### config.mk
export PLATFORM = sky130hd
export DESIGN_NAME = seg_scan_driver_flat
export DESIGN_NICKNAME = d
export VERILOG_FILES = /design/src/rtl/seg_scan_driver_if.sv /design/src/rtl/seg_scan_driver.sv /design/src/flat_wrapper.sv
export SDC_FILE = /design/constraint.sdc
export NUM_CORES = 1
export LEC_CHECK = 0
export CAP_MARGIN = 25
export CORE_UTILIZATION = 54
export DETAILED_ROUTE_END_ITERATION = 8
export PLACE_DENSITY = 0.78
export SYNTH_ARGS = -nofsm -noshare
export SYNTH_HDL_FRONTEND = slang
export SYNTH_SLANG_ARGS = --single-unit
export TNS_END_PERCENT = 50
### constraint.sdc
create_clock -name clk -period 4.1 [get_ports clk]
set_input_delay 1.025 -clock clk [delete_from_list [all_inputs] [get_ports clk]]
set_output_delay 1.025 -clock clk [all_outputs]
set_load 0.1 [all_outputs]
### src/rtl/seg_scan_driver_if.sv
// rtl/seg_scan_driver_if.sv - signal bundle between the hex counter logic and the seven-segment scan driver
//
// Purpose: groups the digit-value inputs and the display-pin outputs of
// seg_scan_driver so both sides connect through one port.
//
// Signals:
//   digits    [31:0] hex digit values, digit i = digits[4i+3:4i]
//   dig_en    [7:0]  per-digit enable, 0 forces that anode off
//   dp_in     [7:0]  per-digit decimal point request, active-high
//   blank_lz         1 = suppress leading zeros
//   seg       [6:0]  {g,f,e,d,c,b,a}, active-low
//   dp               decimal point, active-low
//   an        [7:0]  anodes, active-low, an[i] drives digit i
//   div_clk          scan-rate square wave for the counter logic
//   scan_tick        one-clock pulse at each slot boundary
//
// Modports:
//   master - counter logic / board side: drives digit data, receives pins
//   slave  - the scan driver itself

interface seg_scan_driver_if;
  logic [31:0] digits;
  logic [7:0]  dig_en;
  logic [7:0]  dp_in;
  logic        blank_lz;
  logic [6:0]  seg;
  logic        dp;
  logic [7:0]  an;
  logic        div_clk;
  logic        scan_tick;

  modport master (
    output digits, dig_en, dp_in, blank_lz,
    input  seg, dp, an, div_clk, scan_tick
  );

  modport slave (
    input  digits, dig_en, dp_in, blank_lz,
    output seg, dp, an, div_clk, scan_tick
  );
endinterface

### src/rtl/seg_scan_driver.sv
// rtl/seg_scan_driver.sv - time-multiplexed 8-digit common-anode seven-segment scan driver
//
// Purpose: divides clk into digit slots of TICK_DIV clocks, scans the digits
// in order 0..N_DIG-1, and drives active-low segment/anode pins from a
// snapshot that is refreshed once per frame. Each slot opens with BLANK_CYC
// clocks of all anodes off to stop ghosting between digits. Digits can be
// disabled individually, and leading zeros can be blanked.
//
// Ports:
//   clk  in   system clock
//   rst  in   asynchronous reset, active-low
//   bus  slave modport of seg_scan_driver_if
//        (digits, dig_en, dp_in, blank_lz in; seg, dp, an, div_clk, scan_tick out)
//
// Parameters:
//   TICK_DIV   system clocks per digit slot, minimum 4
//   N_DIG      digits scanned, 1..8
//   BLANK_CYC  blank clocks at the start of each slot, less than TICK_DIV

module seg_scan_driver #(
  parameter int TICK_DIV  = 100000,
  parameter int N_DIG     = 8,
  parameter int BLANK_CYC = 16
) (
  input  logic             clk,
  input  logic             rst,
  seg_scan_driver_if.slave bus
);

  localparam int            CW        = $clog2(TICK_DIV);
  localparam logic [CW-1:0] CNT_LAST  = CW'(TICK_DIV - 1);
  localparam logic [CW-1:0] CNT_BLANK = CW'(BLANK_CYC);
  localparam logic [2:0]    IDX_LAST  = 3'(N_DIG - 1);

  // ST_PRIME covers the first slot after reset: no snapshot has been taken
  // yet, so nothing is lit. The first tick takes the snapshot and starts the
  // scan at digit 0 instead of advancing the index.
  typedef enum logic {
    ST_PRIME,
    ST_SCAN
  } state_t;

  state_t        state_q,   state_d;
  logic [CW-1:0] cnt_q,     cnt_d;
  logic [2:0]    idx_q,     idx_d;

  logic [31:0]   snap_digits_q, snap_digits_d;
  logic [7:0]    snap_en_q,     snap_en_d;
  logic [7:0]    snap_dp_q,     snap_dp_d;
  logic          snap_blz_q,    snap_blz_d;

  logic          div_clk_q,   div_clk_d;
  logic          scan_tick_q, scan_tick_d;
  logic [7:0]    an_q,        an_d;
  logic [6:0]    seg_q,       seg_d;
  logic          dp_q,        dp_d;

  logic          tick;
  logic          take_snap;
  logic [7:0]    sup;
  logic          zero_run;
  logic [3:0]    nib;
  logic          show;

  function automatic logic [6:0] seg7(input logic [3:0] v);
    logic [6:0] s;
    case (v)
      4'h0:    s = 7'h40;
      4'h1:    s = 7'h79;
      4'h2:    s = 7'h24;
      4'h3:    s = 7'h30;
      4'h4:    s = 7'h19;
      4'h5:    s = 7'h12;
      4'h6:    s = 7'h02;
      4'h7:    s = 7'h78;
      4'h8:    s = 7'h00;
      4'h9:    s = 7'h10;
      4'hA:    s = 7'h08;
      4'hB:    s = 7'h03;
      4'hC:    s = 7'h46;
      4'hD:    s = 7'h21;
      4'hE:    s = 7'h06;
      default: s = 7'h0E;
    endcase
    return s;
  endfunction

  // Divider, index and snapshot next-state.
  always_comb begin
    tick      = (cnt_q == CNT_LAST);
    cnt_d     = tick ? '0 : cnt_q + CW'(1);
    state_d   = state_q;
    idx_d     = idx_q;
    take_snap = 1'b0;

    if (tick) begin
      if (state_q == ST_PRIME) begin
        state_d   = ST_SCAN;
        idx_d     = 3'd0;
        take_snap = 1'b1;
      end else if (idx_q == IDX_LAST) begin
        idx_d     = 3'd0;
        take_snap = 1'b1;
      end else begin
        idx_d     = idx_q + 3'd1;
      end
    end

    // The snapshot is captured on the same edge the index wraps, so inputs
    // present on that clock belong to the new frame.
    snap_digits_d = take_snap ? bus.digits   : snap_digits_q;
    snap_en_d     = take_snap ? bus.dig_en   : snap_en_q;
    snap_dp_d     = take_snap ? bus.dp_in    : snap_dp_q;
    snap_blz_d    = take_snap ? bus.blank_lz : snap_blz_q;

    // scan_tick is registered but must be high while the counter sits at
    // its last value, so it is derived from the next count.
    scan_tick_d = (cnt_d == CNT_LAST);
    div_clk_d   = tick ? ~div_clk_q : div_clk_q;
  end

  // Leading-zero suppression: walk down from the top digit while every digit
  // seen so far is zero. Digit 0 is always shown.
  always_comb begin
    sup      = '0;
    zero_run = snap_blz_d;
    for (int i = 7; i >= 0; i--) begin
      if (i < N_DIG) begin
        zero_run = zero_run & (snap_digits_d[4*i +: 4] == 4'h0);
        if (i != 0) begin
          sup[i] = zero_run;
        end
      end
    end
  end

  // Pin values for the next clock; decoding from the next-state snapshot and
  // index keeps snapshot-to-pin latency at one clock.
  always_comb begin
    nib  = snap_digits_d[{idx_d, 2'b00} +: 4];
    show = (state_d == ST_SCAN) && (cnt_d >= CNT_BLANK) &&
           snap_en_d[idx_d] && !sup[idx_d];

    an_d  = 8'hFF;
    seg_d = 7'h7F;
    dp_d  = 1'b1;
    if (show) begin
      an_d[idx_d] = 1'b0;
      seg_d       = seg7(nib);
      dp_d        = ~snap_dp_d[idx_d];
    end
  end

  always_ff @(posedge clk or negedge rst) begin
    if (!rst) begin
      state_q       <= ST_PRIME;
      cnt_q         <= '0;
      idx_q         <= 3'd0;
      snap_digits_q <= '0;
      snap_en_q     <= '0;
      snap_dp_q     <= '0;
      snap_blz_q    <= 1'b0;
      div_clk_q     <= 1'b0;
      scan_tick_q   <= 1'b0;
      an_q          <= 8'hFF;
      seg_q         <= 7'h7F;
      dp_q          <= 1'b1;
    end else begin
      state_q       <= state_d;
      cnt_q         <= cnt_d;
      idx_q         <= idx_d;
      snap_digits_q <= snap_digits_d;
      snap_en_q     <= snap_en_d;
      snap_dp_q     <= snap_dp_d;
      snap_blz_q    <= snap_blz_d;
      div_clk_q     <= div_clk_d;
      scan_tick_q   <= scan_tick_d;
      an_q          <= an_d;
      seg_q         <= seg_d;
      dp_q          <= dp_d;
    end
  end

  assign bus.seg       = seg_q;
  assign bus.dp        = dp_q;
  assign bus.an        = an_q;
  assign bus.div_clk   = div_clk_q;
  assign bus.scan_tick = scan_tick_q;

endmodule

### src/flat_wrapper.sv
// flat-port wrapper written by rule: the top's interface ports become plain ports
module seg_scan_driver_flat 
#(
  parameter int TICK_DIV  = 100000,
  parameter int N_DIG     = 8,
  parameter int BLANK_CYC = 16
)
  (clk, rst, bus_digits, bus_dig_en, bus_dp_in, bus_blank_lz, bus_seg, bus_dp, bus_an, bus_div_clk, bus_scan_tick);
  seg_scan_driver_if bus_i ();
  input  logic clk;
  input  logic rst;
  input wire logic [$bits(bus_i.digits)-1:0] bus_digits;
  input wire logic [$bits(bus_i.dig_en)-1:0] bus_dig_en;
  input wire logic [$bits(bus_i.dp_in)-1:0] bus_dp_in;
  input wire logic [$bits(bus_i.blank_lz)-1:0] bus_blank_lz;
  output wire logic [$bits(bus_i.seg)-1:0] bus_seg;
  output wire logic [$bits(bus_i.dp)-1:0] bus_dp;
  output wire logic [$bits(bus_i.an)-1:0] bus_an;
  output wire logic [$bits(bus_i.div_clk)-1:0] bus_div_clk;
  output wire logic [$bits(bus_i.scan_tick)-1:0] bus_scan_tick;
  assign bus_i.digits = bus_digits;
  assign bus_i.dig_en = bus_dig_en;
  assign bus_i.dp_in = bus_dp_in;
  assign bus_i.blank_lz = bus_blank_lz;
  assign bus_seg = bus_i.seg;
  assign bus_dp = bus_i.dp;
  assign bus_an = bus_i.an;
  assign bus_div_clk = bus_i.div_clk;
  assign bus_scan_tick = bus_i.scan_tick;
  seg_scan_driver #(.TICK_DIV(TICK_DIV), .N_DIG(N_DIG), .BLANK_CYC(BLANK_CYC)) u_core (.clk(clk), .rst(rst), .bus(bus_i));
endmodule
* Yosys cells after proc, flatten, opt, wreduce, memory -nomap -nowiden *
Memory sizes are Yosys's and may differ from the RTL's.
Cells that the tools add are included.

storage, ports and cells
  logic and storage cells = 67
  memories = 1
  register bits = 88
  memory bits (read-only) = 112

operators by class
  add/subtract/negate cells = 2
  order comparisons = 3
  reductions and logical operators = 12
  bitwise operators = 10
  mux-type cells = 23
  shift-type cells = 1
  equal/unequal tests = 3

memory list
  name              words  width  read ports  clocked after memory_dff  wr ports  line                   text
  (name not given)  16     7      1           0                         0         seg_scan_driver.sv:67  case (v)

operators with widths
  operator               count
  $eq 17x17->1 const B   2
  $mux 32                1
  $shiftx 32x6->4        1
  $logic_not 4->1        7
  $mux 8                 3
  $add 17x1->17 const B  1
  $ge 17x5->1 const B    1
  $mux 17                1
  $mux 1                 10
  $bmux 1 s3             3
  $mux 3                 3
  $not 8->8              1
  $and 1x1->1            7
  $mux 7                 1
  $logic_and 1x1->1      4
  $lt 3x4->1 const B     1
  $add 3x1->3 const B    1
  $demux 1 s3            1
  $eq 3x3->1 const B     1
  $ge 3x1->1 const B     1
  $not 1->1              2
  $logic_not 1->1        1

* Depth between registers and ports, before layout *
  depth in word-level cells = 18
  gate-level depth with buffers = 18

* Least setup slack after synthesis *
OpenSTA, ideal clock, no wires.

  path type = reg-to-reg
  start = register u_core.cnt_q[0]
  end = register u_core.seg_q[3], in the netlist u_core.bus.seg[3]
  stages on the path, launching flop included = 18
  setup slack = 555 ps
  data arrival time = 3485 ps
  clock period less this slack = 3545 ps
  data required time = 4040 ps
  path through = dfrtp_1 > ha_1 > and4_1 > and4b_1 > buf_6 > nand3_2 > buf_6 > buf_6 > mux2_4 > a2bb2o_4 > or4_1 > clkbuf_1 > inv_1 > ha_1 > inv_1 > mux2i_1 > mux2_1 > nand2_1

on the way
  elaborated cells on any way between the ends = 35
  classes of those cells = add/sub (1); order compare (1); eq/ne (1); shift (1); mux (12); bitwise (7); reduce/logical (11); memory (1)

RTL lines
  element                      line                    text
  start: declaration           seg_scan_driver.sv:44   logic [CW-1:0] cnt_q, cnt_d;
  start signal: assignment     seg_scan_driver.sv:170  cnt_q <= cnt_d;
  $eq 17x17->1                 seg_scan_driver.sv:90   tick = (cnt_q == CNT_LAST);
  $mux 1                       seg_scan_driver.sv:96   if (tick) begin
  $mux 32                      seg_scan_driver.sv:111  snap_digits_d = take_snap ? bus.digits : snap_digits_q;
  net u_core.snap_digits_d[0]  seg_scan_driver.sv:47   logic [31:0] snap_digits_q, snap_digits_d;
  $shiftx 32x6->4              seg_scan_driver.sv:140  nib = snap_digits_d[{idx_d, 2'b00} +: 4];
  $mem_v2 16x7                 n/a
  $mux 7                       seg_scan_driver.sv:147  if (show) begin
  net u_core.seg_d[3]          seg_scan_driver.sv:55   logic [6:0] seg_q, seg_d;
  end signal: assignment       seg_scan_driver.sv:179  seg_q <= seg_d;
  end: declaration             seg_scan_driver.sv:55

The timed path passes the listed nets, and every way through them passes these cells. The select of a mux whose other input is x is not followed.
A chain may end at the register's enable or synchronous reset.

* Worst setup path in the final report *
  start = register u_core.cnt_q[0]
  end = register u_core.seg_q[3], in the netlist u_core.bus.seg[3]

on the way
  cells in the longest elaborated chain, start to end = 16
  elaborated cells on any way between the ends = 35
  classes of those cells = add/sub (1); order compare (1); eq/ne (1); shift (1); mux (12); bitwise (7); reduce/logical (11); memory (1)

RTL lines
  element                       line                    text
  $eq 17x17->1                  seg_scan_driver.sv:90
  $mux 1                        seg_scan_driver.sv:96
  $mux 32                       seg_scan_driver.sv:111
  $logic_not 4->1               seg_scan_driver.sv:129  zero_run = zero_run & (snap_digits_d[4*i +: 4] == 4'h0);
  $and 1x1->1 (7 in series)     seg_scan_driver.sv:129
  $bmux 1 s3                    seg_scan_driver.sv:142  snap_en_d[idx_d] && !sup[idx_d];
  $mux 1 (not written as such)  seg_scan_driver.sv:142
  $logic_not 1->1               seg_scan_driver.sv:142
  $logic_and 1x1->1             seg_scan_driver.sv:142
  $mux 7 (*)                    seg_scan_driver.sv:147
  net u_core.seg_d[3]           seg_scan_driver.sv:55

Mark *: on every way through the listed nets, which the timed path passes. The rest lies on a longest branch. The select of a mux whose other input is x is not followed.

==> results.txt <==
Final Cycle Share - 93.5%
Final hold slack - 0.483 ns
Row count - 33
Via count - 3,581
Post-DR vias/cell - 5.73
Max transition margin - 35.1%
Clock root buffer - clkbuf_8
Setup TNS - 0 ns
CTS tree - done
CTS buffer count - 9
Switch Pwr - 387 uW
Total number of yosys warnings - 0
Pleak - 0.00259 uW
Layout area overhead - 23.1%
Crit end category - flop
Final hold violation count - 0
Post-DRT Antenna Nets - 0
Pwr Total - 1660 uW
Seq/Total Area, Yosys - 49.0%
Pwr per Cell Area - 297 nW/um2
Final setup viols - 0
Clock Latency Late Sink - 0.37 ns
Max VDD drop - 0.316 mV
Max Fclk - 261 MHz
Arr. time, crit path - 4.14 ns
Post-synth EDFFs - 0
Syn_area_per_cell - 10.3 um2
P_int - 1270 uW
Startpoint types - flop
Clock power frac - 38.8%
Synth area leader - dfrtp_1
H-tree depth - 3
Top FF cell, synth - dfrtp_1
Clk sinks - 88
Initial antenna violation count - 0
ANT cells - 0
First-pass iteration count of the detailed router - 7
Layout cell share with drive strength beyond 1 - 14.4%
Asr flop ratio synth - 100%
Gate count of the mapped netlist - 440
CP required - 4.41 ns
Reg clk slew, reported paths - 0.10 ns
Vias in the first global route - 3,407
Area after DPL - 5340 um2
Total track usage - 26.8%
Max Cap Viol - 0
FF+latch area - 2220 um2
CP Class - reg -> reg
Grt ovf - 0
Net count after synthesis - 500
Clock tree buffer depth - 2
Worst slew pin tran - 0.970 ns
Die X - 93.6 um
Drt drc - 0
Switching part of the total - 23.4%
Core box area - 8180 um2
Distinct cell type count after synthesis - 57
Multi-input gate area - 2070 um2
Synth area leaders - dfrtp_1 (40%), dfstp_2 (9.3%), mux2i_1 (7.3%), nand2_1 (6.5%), inv_1 (2.6%)
Die area - 8760 um2
Placed Cells - 609
Fillers - 624
Top-count cell post-synth - nand2_1
Final worst clock skew - 0.0154 ns
Fin nets - 575
Design Area, Final - 5580 um2
Final Max Slew Viols - 0
Commonest cells in the netlist - nand2_1 (79), dfrtp_1 (72), mux2i_1 (33)
Top cell type's share of synthesized area - 39.7%
Synth Cell Area - 4530 um2
Flop pwr share - 53.8%
Chip height - 93.6 um
Hold-fix buffers, CTS - 0
CP max FO - 20
Global-route wire length before repair - 17,600 um
DPL Wire Length - 8190 um
Largest net degree at the start of global routing - 43
Ports - 69
Status - complete, no violations
DR WL/cell - 17.6 um
Post-Route WL - 11,000 um
Gpl congestion - 0.898
Combinational Power Share - 7.4%
DRT iter0 DRCs - 271
Port Buf Inserts - 68
HP Class - reg -> reg
Min Tclk post-route - 3.83 ns
Initial Util - 55.4%
Layout Cells excl Fill - 625
RSZ-0062 raised after global routing - no
Post-synthesis sequential element count - 88
-- layout make-up --
type                       count  share of cell area, %
clock buffer                  11                   2.71
clock inverter                 5                   1.12
inverter                      32                   2.15
multi-input combinational    299                   37.2
sequential                    88                   39.8
tap                          105                   2.35
timing repair buffer          85                   14.7
-- cell families after synthesis --
| kind of cell | after synthesis | synth area share, % |
|---|---|---|
| compound gates | 54 | 8.83 |
| mux | 48 | 11.6 |
| simple gates | 172 | 19.2 |
| fa+ha+maj | 9 | 2.48 |
| xor+xnor | 16 | 3.09 |
| flops | 88 | 49.0 |
| buf+inv | 53 | 5.77 |
-- critical path: stages (launching register included) --
cell     delay (ns)
dfrtp_1        0.41
ha_1           0.22
and4_1         0.26
and4b_1        0.40
and2_4         0.39
mux2i_4        0.47
o22ai_1        0.14
or4_4          0.60
inv_1          0.14
ha_1           0.25
inv_1          0.08
mux2i_1        0.06
mux2_1         0.29
nand2_1        0.08
-- state kept, by name (all words and copies together) (netlist names) --
signal,count
u_core.snap_digits_q,32
u_core.state_q,1
u_core.bus.div_clk,1
u_core.bus.an,8
u_core.snap_en_q,8
u_core.snap_blz_q,1
u_core.bus.scan_tick,1
u_core.bus.seg,7
u_core.idx_q,3
u_core.bus.dp,1
u_core.cnt_q,17
u_core.snap_dp_q,8
-- metal layers --
metal	up-vias	GRT usage (%)	part of all wire, %
met5	-	0	0
li1	1681	-	-
met1	1753	40.2	48
met3	21	4.72	5.2
met2	126	39.3	45
met4	0	8.97	2.3
-- worst paths after layout --
check	start	slack [ns]	endpoint	depth (start not counted)
max	u_core.cnt_q[0]	0.27	u_core.bus.seg[3]	13
min	u_core.snap_dp_q[7]	0.48	u_core.snap_dp_q[7]	2
max reg2reg	u_core.cnt_q[0]	0.27	u_core.bus.seg[3]	13
min reg2reg	u_core.snap_dp_q[7]	0.48	u_core.snap_dp_q[7]	2
max in group asynchronous	rst	2.75	u_core.cnt_q[3]	2
min in group asynchronous	rst	0.62	u_core.cnt_q[14]	1
-- metrics by stage --
| stage | utilization, % | worst slack, ns |
|---|---|---|
| after floorplan | - | 0.555 |
| after global placement | 65.3 | 0.268 |
| after detailed placement | 65.3 | 0.161 |
| after CTS | 68.0 | 0.133 |
| after global routing | 68.3 | 0.0855 |
| final | 68.3 | 0.267 |
-- power groups by stage --
stage	sequential, uW	combinational [uW]	clock [uW]
2_1_floorplan	906	44.1	0
3_3_place_gp	908	120	0
3_5_place_dp	908	122	0
4_1_cts	892	123	651
5_1_grt	894	135	689
6_report	892	122	642
-- cells in the final DEF, fill, tap and decap left out, types with 3 or more instances in the layout --
cell / count
nand4_1: 9
nand3_1: 7
o21ai_0: 7
nor3b_1: 3
xor2_1: 9
mux2i_1: 33
nand2b_1: 9
and3_1: 7
buf_4: 17
nor3_1: 7
o21ai_1: 3
a21oi_1: 4
o22ai_1: 16
xnor2_1: 7
dfrtp_1: 72
or4_1: 5
clkdlybuf4s50_1: 67
ha_1: 9
clkbuf_8: 11
a31oi_1: 3
mux2_2: 4
dfstp_2: 16
nor2_1: 18
mux2_1: 3
nor4_1: 9
inv_1: 32
nand2_1: 79
mux2_4: 6
-- what timing repair did --
| action | CTS | global route |
|---|---|---|
| setup buffers | 0 | 0 |
| endpoints found under the setup margin | 0 | 3 |
| gates resized for setup | 0 | 3 |
No activity file was read; power rests on OpenSTA's default activity.
